`src/rtl/dpsk_mod.sv`:
```
// dpsk_mod -- differential BPSK modulator.
// A bit stream is differentially encoded: each accepted bit XORs into the
// phase state d, one symbol of SPS sample strobes per bit. The carrier is a
// 64-entry sine table driven by a free-running 16-bit phase accumulator and
// is sign-flipped by d. The first DATA symbol is the phase reference.
// Optional build macro: DPSK_PREAMBLE_EN compiles in a PREAMBLE_LEN-symbol
// alternating-phase preamble ahead of the reference symbol.
module dpsk_mod #(
  parameter int                 SPS          = 8,
  parameter int                 PREAMBLE_LEN = 16,
  parameter logic signed [15:0] AMP          = 16'sd16384
) (
  input  logic               sys_clk,
  input  logic               rst,
  input  logic               clk_en,
  input  logic [15:0]        fcw,
  input  logic               bit_in,
  input  logic               bit_valid,
  input  logic               bit_last,
  output logic               bit_ready,
  output logic signed [15:0] tx_out,
  output logic               tx_valid,
  output logic               busy,
  output logic               underrun
);

  localparam int CW = $clog2(SPS);

  // Reject illegal configurations at elaboration time.
  if (SPS < 2 || SPS > 256 || PREAMBLE_LEN < 1 || PREAMBLE_LEN > 255) begin : g_bad_cfg
    $error("dpsk_mod: SPS must be 2..256 and PREAMBLE_LEN 1..255");
  end

`ifdef DPSK_PREAMBLE_EN
  typedef enum logic [1:0] {IDLE = 2'd0, PRE = 2'd1, DATA = 2'd2, LAST = 2'd3} state_t;
`else
  typedef enum logic [1:0] {IDLE = 2'd0, DATA = 2'd2, LAST = 2'd3} state_t;
`endif

  state_t         state, state_n;
  logic [CW-1:0]  cnt, cnt_n;
  logic           d, d_n;
  logic           und_n;
  logic [15:0]    ph;
  logic signed [15:0] s;
  logic           sym_tick;
`ifdef DPSK_PREAMBLE_EN
  logic [7:0]     pre_cnt, pre_n;
`endif

  // Quarter-wave sine in Q0.24, scaled by AMP and rounded to nearest at
  // elaboration; the remaining quadrants come from symmetry.
  function automatic logic signed [15:0] sin_lut(input logic [5:0] k);
    logic [4:0]         q;
    longint             t;
    longint             p;
    logic signed [15:0] r;
    q = k[4] ? (5'd16 - {1'b0, k[3:0]}) : {1'b0, k[3:0]};
    case (q)
      5'd0:    t = 64'sd0;
      5'd1:    t = 64'sd1644455;
      5'd2:    t = 64'sd3273072;
      5'd3:    t = 64'sd4870169;
      5'd4:    t = 64'sd6420363;
      5'd5:    t = 64'sd7908725;
      5'd6:    t = 64'sd9320922;
      5'd7:    t = 64'sd10643353;
      5'd8:    t = 64'sd11863283;
      5'd9:    t = 64'sd12968963;
      5'd10:   t = 64'sd13949745;
      5'd11:   t = 64'sd14796184;
      5'd12:   t = 64'sd15500126;
      5'd13:   t = 64'sd16054795;
      5'd14:   t = 64'sd16454846;
      5'd15:   t = 64'sd16696429;
      default: t = 64'sd16777216;
    endcase
    p = (longint'(AMP) * t + 64'sd8388608) >>> 24;
    r = p[15:0];
    return k[5] ? -r : r;
  endfunction

  assign s        = sin_lut(ph[15:10]);
  assign sym_tick = clk_en && (cnt == CW'(SPS - 1));
  assign busy     = (state != IDLE);

  // Next-state, symbol counter, phase state and ready strobe.
  always_comb begin
    state_n   = state;
    cnt_n     = cnt;
    d_n       = d;
    und_n     = underrun;
    bit_ready = 1'b0;
`ifdef DPSK_PREAMBLE_EN
    pre_n     = pre_cnt;
`endif
    if (clk_en && state != IDLE)
      cnt_n = sym_tick ? '0 : cnt + 1'b1;
    case (state)
      IDLE: begin
        // Frame start: the pending bit stays on the bus until the first tick.
        if (bit_valid) begin
          cnt_n = '0;
          d_n   = 1'b0;
`ifdef DPSK_PREAMBLE_EN
          pre_n   = '0;
          state_n = PRE;
`else
          state_n = DATA;
`endif
        end
      end
`ifdef DPSK_PREAMBLE_EN
      PRE: begin
        if (sym_tick) begin
          d_n = ~d;
          if (pre_cnt == 8'(PREAMBLE_LEN - 1))
            state_n = DATA;
          else
            pre_n = pre_cnt + 8'd1;
        end
      end
`endif
      DATA: begin
        // A reset cycle never counts as a handshake.
        bit_ready = sym_tick && rst;
        if (sym_tick) begin
          if (bit_valid) begin
            d_n = d ^ bit_in;
            if (bit_last)
              state_n = LAST;
          end else begin
            und_n = 1'b1;
          end
        end
      end
      LAST: begin
        if (sym_tick)
          state_n = IDLE;
      end
      default: state_n = IDLE;
    endcase
  end

  // Control state registers.
  always_ff @(posedge sys_clk) begin
    if (!rst) begin
      state    <= IDLE;
      cnt      <= '0;
      d        <= 1'b0;
      underrun <= 1'b0;
`ifdef DPSK_PREAMBLE_EN
      pre_cnt  <= '0;
`endif
    end else begin
      state    <= state_n;
      cnt      <= cnt_n;
      d        <= d_n;
      underrun <= und_n;
`ifdef DPSK_PREAMBLE_EN
      pre_cnt  <= pre_n;
`endif
    end
  end

  // Carrier phase accumulator; runs on every strobe, including IDLE.
  always_ff @(posedge sys_clk) begin
    if (!rst)
      ph <= '0;
    else if (clk_en)
      ph <= ph + fcw;
  end

  // Output sample register: silent in IDLE, carrier sign set by d.
  always_ff @(posedge sys_clk) begin
    if (!rst) begin
      tx_out   <= '0;
      tx_valid <= 1'b0;
    end else begin
      tx_valid <= clk_en;
      if (clk_en) begin
        if (state == IDLE)
          tx_out <= '0;
        else
          tx_out <= d ? -s : s;
      end
    end
  end

endmodule

```
`config.mk`:
```
export PLATFORM = sky130hd
export DESIGN_NAME = dpsk_mod
export DESIGN_NICKNAME = d
export VERILOG_FILES = /design/src/rtl/dpsk_mod.sv
export SDC_FILE = /design/constraint.sdc
export NUM_CORES = 1
export LEC_CHECK = 0
export CAP_MARGIN = 10
export CORE_ASPECT_RATIO = 1.75
export CORE_MARGIN = 2
export CORE_UTILIZATION = 36
export DETAILED_ROUTE_END_ITERATION = 10
export GPL_TIMING_DRIVEN = 0
export PLACE_DENSITY = 0.6
export REMOVE_ABC_BUFFERS = 1
export SETUP_SLACK_MARGIN = 0.4
export SYNTH_ARGS = -nofsm -noshare
export SYNTH_HDL_FRONTEND = slang
export SYNTH_SLANG_ARGS = --single-unit
export TNS_END_PERCENT = 20
```
`constraint.sdc`:
```
create_clock -name sys_clk -period 6 [get_ports sys_clk]
set_input_delay 1.2 -clock sys_clk [delete_from_list [all_inputs] [get_ports sys_clk]]
set_output_delay 1.2 -clock sys_clk [all_outputs]
set_load 0.005 [all_outputs]
```
## Yosys cells after proc, flatten, opt, wreduce, memory -nomap -nowiden

Memory sizes are Yosys's and may differ from the RTL's.
Index checks and enable logic that the tools add are counted.
Widths: inputs -> output; s select.

| operators by class | value |
|---|---|
| add/sub/neg operators | 6 |
| equality and inequality tests | 8 |
| multiplexer cells | 20 |
| bitwise gates (word level) | 2 |
| reduce and logical (&&, ||, !) cells | 9 |

Operators with widths:

| kind | count |
|---|---|
| $mux 16 | 3 |
| $add 40x25->40 const B | 1 |
| $neg 16->16 | 2 |
| $mux 26 | 1 |
| $add 16x16->16 | 1 |
| $mux 3 | 4 |
| $mux 2 | 5 |
| $ne 2x2->1 const B | 5 |
| $pmux 2 s3 | 1 |
| $mux 5 | 1 |
| $reduce_and 5->1 | 1 |
| $sub 5x4->5 const A | 1 |
| $eq 2x2->1 const B | 2 |
| $mux 1 | 4 |
| $reduce_and 4->1 | 1 |
| $reduce_bool 2->1 | 2 |
| $add 3x1->3 const B | 1 |
| $eq 3x3->1 const B | 1 |
| $logic_and 1x1->1 | 3 |
| $reduce_and 3->1 | 1 |
| $logic_not 2->1 | 1 |
| $pmux 1 s2 | 1 |
| $not 1->1 | 1 |
| $xor 1x1->1 | 1 |

| word-level totals | value |
|---|---|
| bits in registers | 40 |
| bits in read-only memories | 384 |
| input bits | 22 |
| memories kept | 1 |

Memory list:

| name | depth | bits a word | read ports | clocked after memory_dff | wr ports | RTL line | RTL |
|---|---|---|---|---|---|---|---|
| (no name shown) | 16 | 24 | 1 | 0 | 0 | 59 | `case (q)` |

## Longest topological paths before layout

Gate-level depths: netlist (run 1).
An unclocked memory read counts as a cell.

| logic depth | value |
|---|---|
| depth in word-level cells | 10 |
| mapped depth | 23 |

## Worst setup path after synthesis (run 1)

Ideal clock, no wire load.

| timing | value |
|---|---|
| path kind | register to register |
| start | register ph[10] |
| end | register tx_out[14] |
| data arrival time | 5.027 ns |
| setup slack | 0.856 ns |
| stages on the path, launching flop included | 22 |
| buffers on the path | 0 |
| period minus slack after synthesis | 5.144 ns |
| cell sequence | dfxtp_1 -> inv_1 -> ha_1 -> nand2_1 -> nand2_1 -> ha_1 -> nand2_1 -> o21ai_0 -> a21oi_1 -> o2bb2ai_2 -> ha_1 -> nand2_1 -> nor4_1 -> o32ai_2 -> inv_1 -> o211ai_2 -> o311a_1 -> nor3_4 -> a41oi_1 -> o41ai_2 -> xor2_1 -> a22o_1 |

| on the way | value |
|---|---|
| cells in the longest elaborated chain, start to end | 10 |

RTL lines:

| element | RTL line | RTL |
|---|---|---|
| start, declared | 44 | `logic [15:0] ph;` |
| start signal, assigned | 171 | `ph <= ph + fcw;` |
| $sub 5x4->5 | 58 | `q = k[4] ? (5'd16 - {1'b0, k[3:0]}) : {1'b0, k[3:0]};` |
| $mux 5 * | 58 |  |
| $mem_v2 16x24 | n/a |  |
| $mux 26 * | 59 |  |
| $add 40x25->40 * | 78 | `p = (longint'(AMP) * t + 64'sd8388608) >>> 24;` |
| $neg 16->16 | 80 | `return k[5] ? -r : r;` |
| $mux 16 * | 80 |  |
| $neg 16->16 | 185 | `tx_out <= d ? -s : s;` |
| $mux 16 * | 185 |  |
| $mux 16 * | 182 | `if (state == IDLE)` |
| end signal, assigned | 185 |  |
| end, declared | 21 | `output logic signed [15:0] tx_out,` |

Mark *: on every way between the ends. The rest lies on a longest branch, timed or not.
A chain may end at the register's enable or synchronous reset.

## Final worst setup path (run 1)

Same ends and word-level chain as after synthesis.

==> metrics.cfg, run 1 <==
[critical_path]
critical-path-top-delay-family = compound AO/OA/AOI/OAI gates
regToRegStartpoint = ph[10]
worstPathArrival_ns = 5.48
cp_max_fo = 12
path_cells = inv_1 > ha_1 > nand2_1 > nand2_2 > ha_4 > nor2_1 > o32a_1 > nand3_2 > o2bb2ai_2 > ha_2 > nand2_1 > nor4_2 > o32ai_2 > inv_1 > o211ai_2 > o311a_1 > nor3_4 > a41oi_2 > o41ai_2 > xor2_1 > a22o_1
required_ns = 6.18
slowest_stage = dfxtp_4
timing.rr.end = tx_out[14]
cp-end-kind = flip-flop
worst_path_largest_cell_delay_ns = 0.45
path_buf_inv = 2
r2r_slack_ns = 0.70
path_class = reg2reg
cp-start-kind = flip-flop
r2r_cells = 21

[worst_hold_path]
hold_depth = 2
min_from = cnt[1]
hold-path-endpoint = cnt[1]
min_path_type = reg2reg

[global_routing]
grt_max_degree = 31
grt_pass1_vias = 3635
grt_overflow = 0
antenna_found_initial = 0
grt_pass1_wl_um = 16700
grt.total_usage_pct = 16.7

[clocking]
cts_buffer_depth = 2
cts-buffers-inserted = 5
clkSlewWorstSetupHoldPaths_ns = 0.06
root_buffer = clkbuf_16
postCtsHoldBufs = 0
clkLatencyLatePin_ns = 0.29
htreeDepth = 2
cts_tree = built
clock-sinks = 40

[sta]
clock.fmax_ghz = 0.189
slew_viol_final = 0
finalClockSkew_ns = 0.00438
relSlewSlack_pct = 33.2
tightest_slew_ns = 0.999
min_period_ns = 5.30
hold_violations = 0
setup_viol = 0
fin_crit_sh_pct = 88.3
rsz0062_at_grt = false

[place]
io_buffers = 41
placed_cells = 646
dp_hpwl_um = 7670
gp_congestion = 0.814

[die]
dieArea_um2 = 12200
die_h_um = 145
io-pin-count = 42
core_um2 = 11000
die_w_um = 84.3
num_rows = 51
start_util_pct = 36.8

[logic_synthesis]
synth-seq-cells = 40
syn_avg_cell_area_um2 = 8.18
synth-async-reset-ratio_pct = 0
synthesis.area_um2 = 4070
dominantRegCellSynth = dfxtp_1
synthesis.instances = 497
synth_cell_types = 86
yosysSeqAreaShare_pct = 19.7
synth_edf_count = 0
ys_warn_count = 0

[layout]
n_fill_cell = 1115
seqCellArea_um2 = 805
antenna_cells = 0
multi_input_area_um2 = 3150
final_common_cell = clkdlybuf4s50_1
drive_gt1_share_pct = 12.6
final_nets = 582
mostFrequentLayoutCells = clkdlybuf4s50_1 (41), dfxtp_1 (39), nand2_1 (38), nor2_1 (37), a21oi_1 (31)
syn_to_final_growth_pct = 19.8
final_cell_count_no_fill = 663

[drt]
wl_per_cell_um = 15.2
viasPerCell = 5.55
ant_nets = 0
drt_wl_total_um = 10100
drcViolationCount = 0
drtPass1Iterations = 4
vias = 3677
drt_iter0_drc = 144

[power_and_ir_drop]
powerDensity_nw_per_um2 = 386
peakVddDrop_v = 0.000237
power_mw = 1.88
leakagePower_nw = 1.91

[job]
cap_violations = 0

[run_status]
status = completed

-- flip-flops by register name, summed over array words and instances, names as in the netlist --
register  count
ph           16
tx_out       16
cnt           3
state         2
d             1
tx_valid      1
underrun      1
-- stage by stage --
stage	setup TNS [ns]	util [%]	hold WS, ns	area, µm²	setup slack, ns
after floorplan	0	-	0.440	3960	0.664
after global placement	-1.63	41.1	0.451	4540	-0.439
after detailed placement	-2.96	41.2	0.458	4540	-0.578
after CTS	0	43.3	0.466	4780	0.486
after global routing	0	44.1	0.501	4870	0.392
final	0	44.1	0.462	4870	0.700
-- cell usage after synthesis (all sizes together) (3+ instances only) --
cell     instances  area (µm²)
a21oi           32         171
nand2           40         153
o31ai            7        81.3
xor2            13         114
nor3b            3        22.5
nand4            3        33.8
xnor2           27         267
ha              29         363
a211o            6        52.6
a21o             4        30.0
or3              8        55.1
a21boi           6        45.0
o2bb2ai          6        58.8
clkbuf          13        48.8
nor2b           25         159
or2              5        31.3
o211ai           3        27.5
o22ai            6        43.8
o21ai           25         125
inv             29         109
buf             11        53.8
nand3           12        65.1
nand2b           4        25.0
nor2            37         139
and2            11        68.8
dfxtp           40         801
a22o            10        96.4
o211a            3        30.0
mux2i           16         173
and3             4        25.0
nor3            10        61.3
o41ai            6        82.6
-- what timing repair did --
item | 4_1_cts | 5_1_grt
pin swaps | 1 | 3
setup buffers | 1 | 8
gates resized for setup | 12 | 7
setup endpoints to repair | 11 | 7
-- cell families (layout without fill, tap and decap cells) --
group | Yosys count | in the layout | share of synthesized area [%]
simple gates | 173 | 173 | 23.1
xor+xnor | 40 | 40 | 9.36
fa+ha+maj | 30 | 30 | 9.42
mux | 19 | 19 | 5.63
buf+inv | 53 | 87 | 5.20
flops | 40 | 40 | 19.7
compound gates | 142 | 142 | 27.5
-- metal layers --
metal,routed length (µm),GRT usage (%),up-vias
met4,352,8.02,0
met1,4100,17.4,1725
met2,5450,32.9,62
li1,-,-,1868
met5,0,0,-
met3,195,1.43,22
-- worst max path at each step --
stage / start / endpoint / slack, ns / cells after the start
after floorplan: ph[10] / tx_out[14] / 0.66 / 21
after global routing: ph[10] / tx_out[14] / 0.39 / 21
final: ph[10] / tx_out[14] / 0.70 / 21
after detailed placement: ph[10] / tx_out[14] / -0.58 / 21
after global placement: ph[10] / tx_out[14] / -0.44 / 21
after CTS: ph[10] / tx_out[14] / 0.49 / 19
-- cell type report --
cell class | count | share of cell area [%]
multi-input cells | 404 | 64.7
inverters | 29 | 2.23
clock inverters | 2 | 0.719
clock buffers | 6 | 2.65
repair buffers | 50 | 9.81
well taps | 132 | 3.39
flip-flops and latches | 40 | 16.5
-- worst reg2reg max path, delay by kind of cell (launching register included) --
family,cells,cell delay (ns)
adder cells (fa/ha/maj),3,0.88
AND/OR/NAND/NOR,7,1.21
buffers and inverters,2,0.34
flip-flops,1,0.45
XOR/XNOR,1,0.10
AO/OA/AOI/OAI,8,2.21
-- where the power goes --
| part | leakage [nW] | internal, mW | switching, mW | total (mW) |
|---|---|---|---|---|
| sequential | 0.328 | 0.296 | 0.0442 | 0.341 |
| clock | 0.0808 | 0.196 | 0.115 | 0.311 |
| combinational | 1.50 | 0.521 | 0.711 | 1.23 |
(Power assumes the default switching activity.)
==> run 2: changes to the inputs <==
- CORE_UTILIZATION: 36 -> 45
- GPL_ROUTABILITY_DRIVEN: not set -> 0
- PLACE_DENSITY: 0.6 -> 0.71
- TNS_END_PERCENT: 20 -> not set
==> run 2 against run 1 <==
Utilization increased by 11 points. Routed wire length decreased by 1.5%. Combinational power about the same. Hold slack improved by 0.014 ns. Sequential share of layout area increased by 0.16 points. Final area decreased by 0.98%. Die area decreased by 19%. Final cell count decreased by 3.0%. Critical path type unchanged.
==> metrics.cfg, run 2 (synthesis gave the netlist of run 1 again) <==
[place]
placed_cells = 631
io_buffers = 41
pre_cts_ws_ns = -0.453
dp_hpwl_um = 7450

[critical_path]
cp-start-kind = flip-flop
required_ns = 6.18
worstPathArrival_ns = 5.52
r2r_slack_ns = 0.66
regToRegStartpoint = ph[10]
r2r_cells = 20
cp_max_fo = 12
timing.rr.end = tx_out[14]
cp-end-kind = flip-flop
path_class = reg2reg

[layout]
final_common_cell = clkdlybuf4s50_1
final_nets = 578
syn_to_final_growth_pct = 18.7
antenna_cells = 0
top_regs = ph: 16 flops, tx_out: 16 flops, cnt: 3 flops
drive_gt1_share_pct = 12.2
n_fill_cell = 800
fin_util_pct = 55.3
final_cell_count_no_fill = 643
mostFrequentLayoutCells = clkdlybuf4s50_1 (41), dfxtp_1 (39), nand2_1 (38), nor2_1 (37), a21oi_1 (31)

[sta]
finalClockSkew_ns = 0.00197
setup_viol = 0
holdWs_ns = 0.476
hold_violations = 0
rsz0062_at_grt = true
clock.fmax_ghz = 0.187
slew_viol_final = 0
fin_ws_ns = 0.656
fin_crit_sh_pct = 89.1
min_period_ns = 5.34
tightest_slew_ns = 1.01
relSlewSlack_pct = 32.2

[clocking]
root_buffer = clkbuf_16
cts_tree = built
clkLatencyLatePin_ns = 0.29
cts-buffers-inserted = 5
clkSlewWorstSetupHoldPaths_ns = 0.06
clock-sinks = 40
cts_buffer_depth = 2
postCtsHoldBufs = 0
htreeDepth = 2

[power_and_ir_drop]
power_mw = 1.86
leakagePower_nw = 1.88
peakVddDrop_v = 0.000286
powerDensity_nw_per_um2 = 387

[global_routing]
grt_pass1_wl_um = 16500
antenna_found_initial = 0
grt_pass1_vias = 3707
grt_max_degree = 31
grt_overflow = 0
grt.total_usage_pct = 21.3

[drt]
drcViolationCount = 0
vias = 3716
viasPerCell = 5.78
drt_iter0_drc = 147
drt_wl_total_um = 9950
wl_per_cell_um = 15.5
ant_nets = 0
drtPass1Iterations = 4

[die]
num_rows = 45
start_util_pct = 46.6
die_w_um = 75.8
dieArea_um2 = 9840
core_um2 = 8730
die_h_um = 130
io-pin-count = 42

[run_status]
status = completed

[worst_hold_path]
min_from = cnt[1]
hold-path-endpoint = cnt[1]
min_path_type = reg2reg
hold_depth = 2

[job]
cap_violations = 0

-- run 2: cell count changes in the layout (fill, tap and decap cells not counted), sizes merged --
cell    previous run  this run
bufinv             1         0
clkbuf             6         7
clkinv             1         0
buf                9         5
-- run 2: repair_timing --
item | in CTS | in global routing
pin swaps | 0 | 4
gates resized for setup | 11 | 9
setup endpoints to repair | 11 | 8
setup buffers | 0 | 5
-- run 2: cell type report --
type | count | area (µm²) | area share, %
Clock buffer | 7 | 153 | 3.16
Sequential cell | 40 | 805 | 16.7
Tap cell | 117 | 146 | 3.04
Inverter | 29 | 109 | 2.26
Multi-Input combinational cell | 404 | 3160 | 65.6
Timing Repair Buffer | 46 | 448 | 9.29
-- run 2: per-layer routing --
layer  global-route usage [%]  vias up  routed length (µm)
met5                        0        -                   0
met3                     2.86       31                 249
met1                     23.2     1747                4060
li1                         -     1861                   -
met2                     37.7       77                5170
met4                     12.3        0                 462
-- run 2: worst max-delay path by stage --
| stage | slack [ns] | end | startpoint | cells past startpoint |
|---|---|---|---|---|
| finish | 0.66 | tx_out[14] | ph[10] | 20 |
| CTS | 0.41 | tx_out[14] | ph[10] | 21 |
| floorplan | 0.66 | tx_out[14] | ph[10] | 21 |
| detailed placement | -0.45 | tx_out[14] | ph[10] | 21 |
| global route | 0.36 | tx_out[14] | ph[10] | 21 |
| global placement | -0.40 | tx_out[14] | ph[10] | 21 |
-- run 2: power by group --
| group | switching, mW | leakage (nW) | internal (mW) |
|---|---|---|---|
| logic | 0.719 | 1.47 | 0.524 |
| clock network | 0.107 | 0.0760 | 0.175 |
| registers | 0.0439 | 0.328 | 0.297 |
-- run 2: stage by stage --
stage,area (µm²),setup TNS [ns]
floorplan,3960,0
global placement,4520,-1.37
detailed placement,4520,-1.83
CTS,4730,0
global route,4820,0
finish,4820,0
-- run 2: worst max-delay path: stages, from the launching register on --
cell      delay [ns]
dfxtp_4         0.40
inv_1           0.21
ha_2            0.34
nand2_1         0.15
nor2_1          0.05
o21ai_0         0.78
o221ai_4        0.23
and2_1          0.22
ha_2            0.22
nand3b_1        0.08
o21ai_0         0.07
a22oi_1         0.32
o32ai_4         0.19
inv_1           0.14
o211ai_2        0.18
o311a_1         0.43
nor3_4          0.21
a41oi_2         0.22
o41ai_2         0.40
xor2_1          0.11
a22o_1          0.24
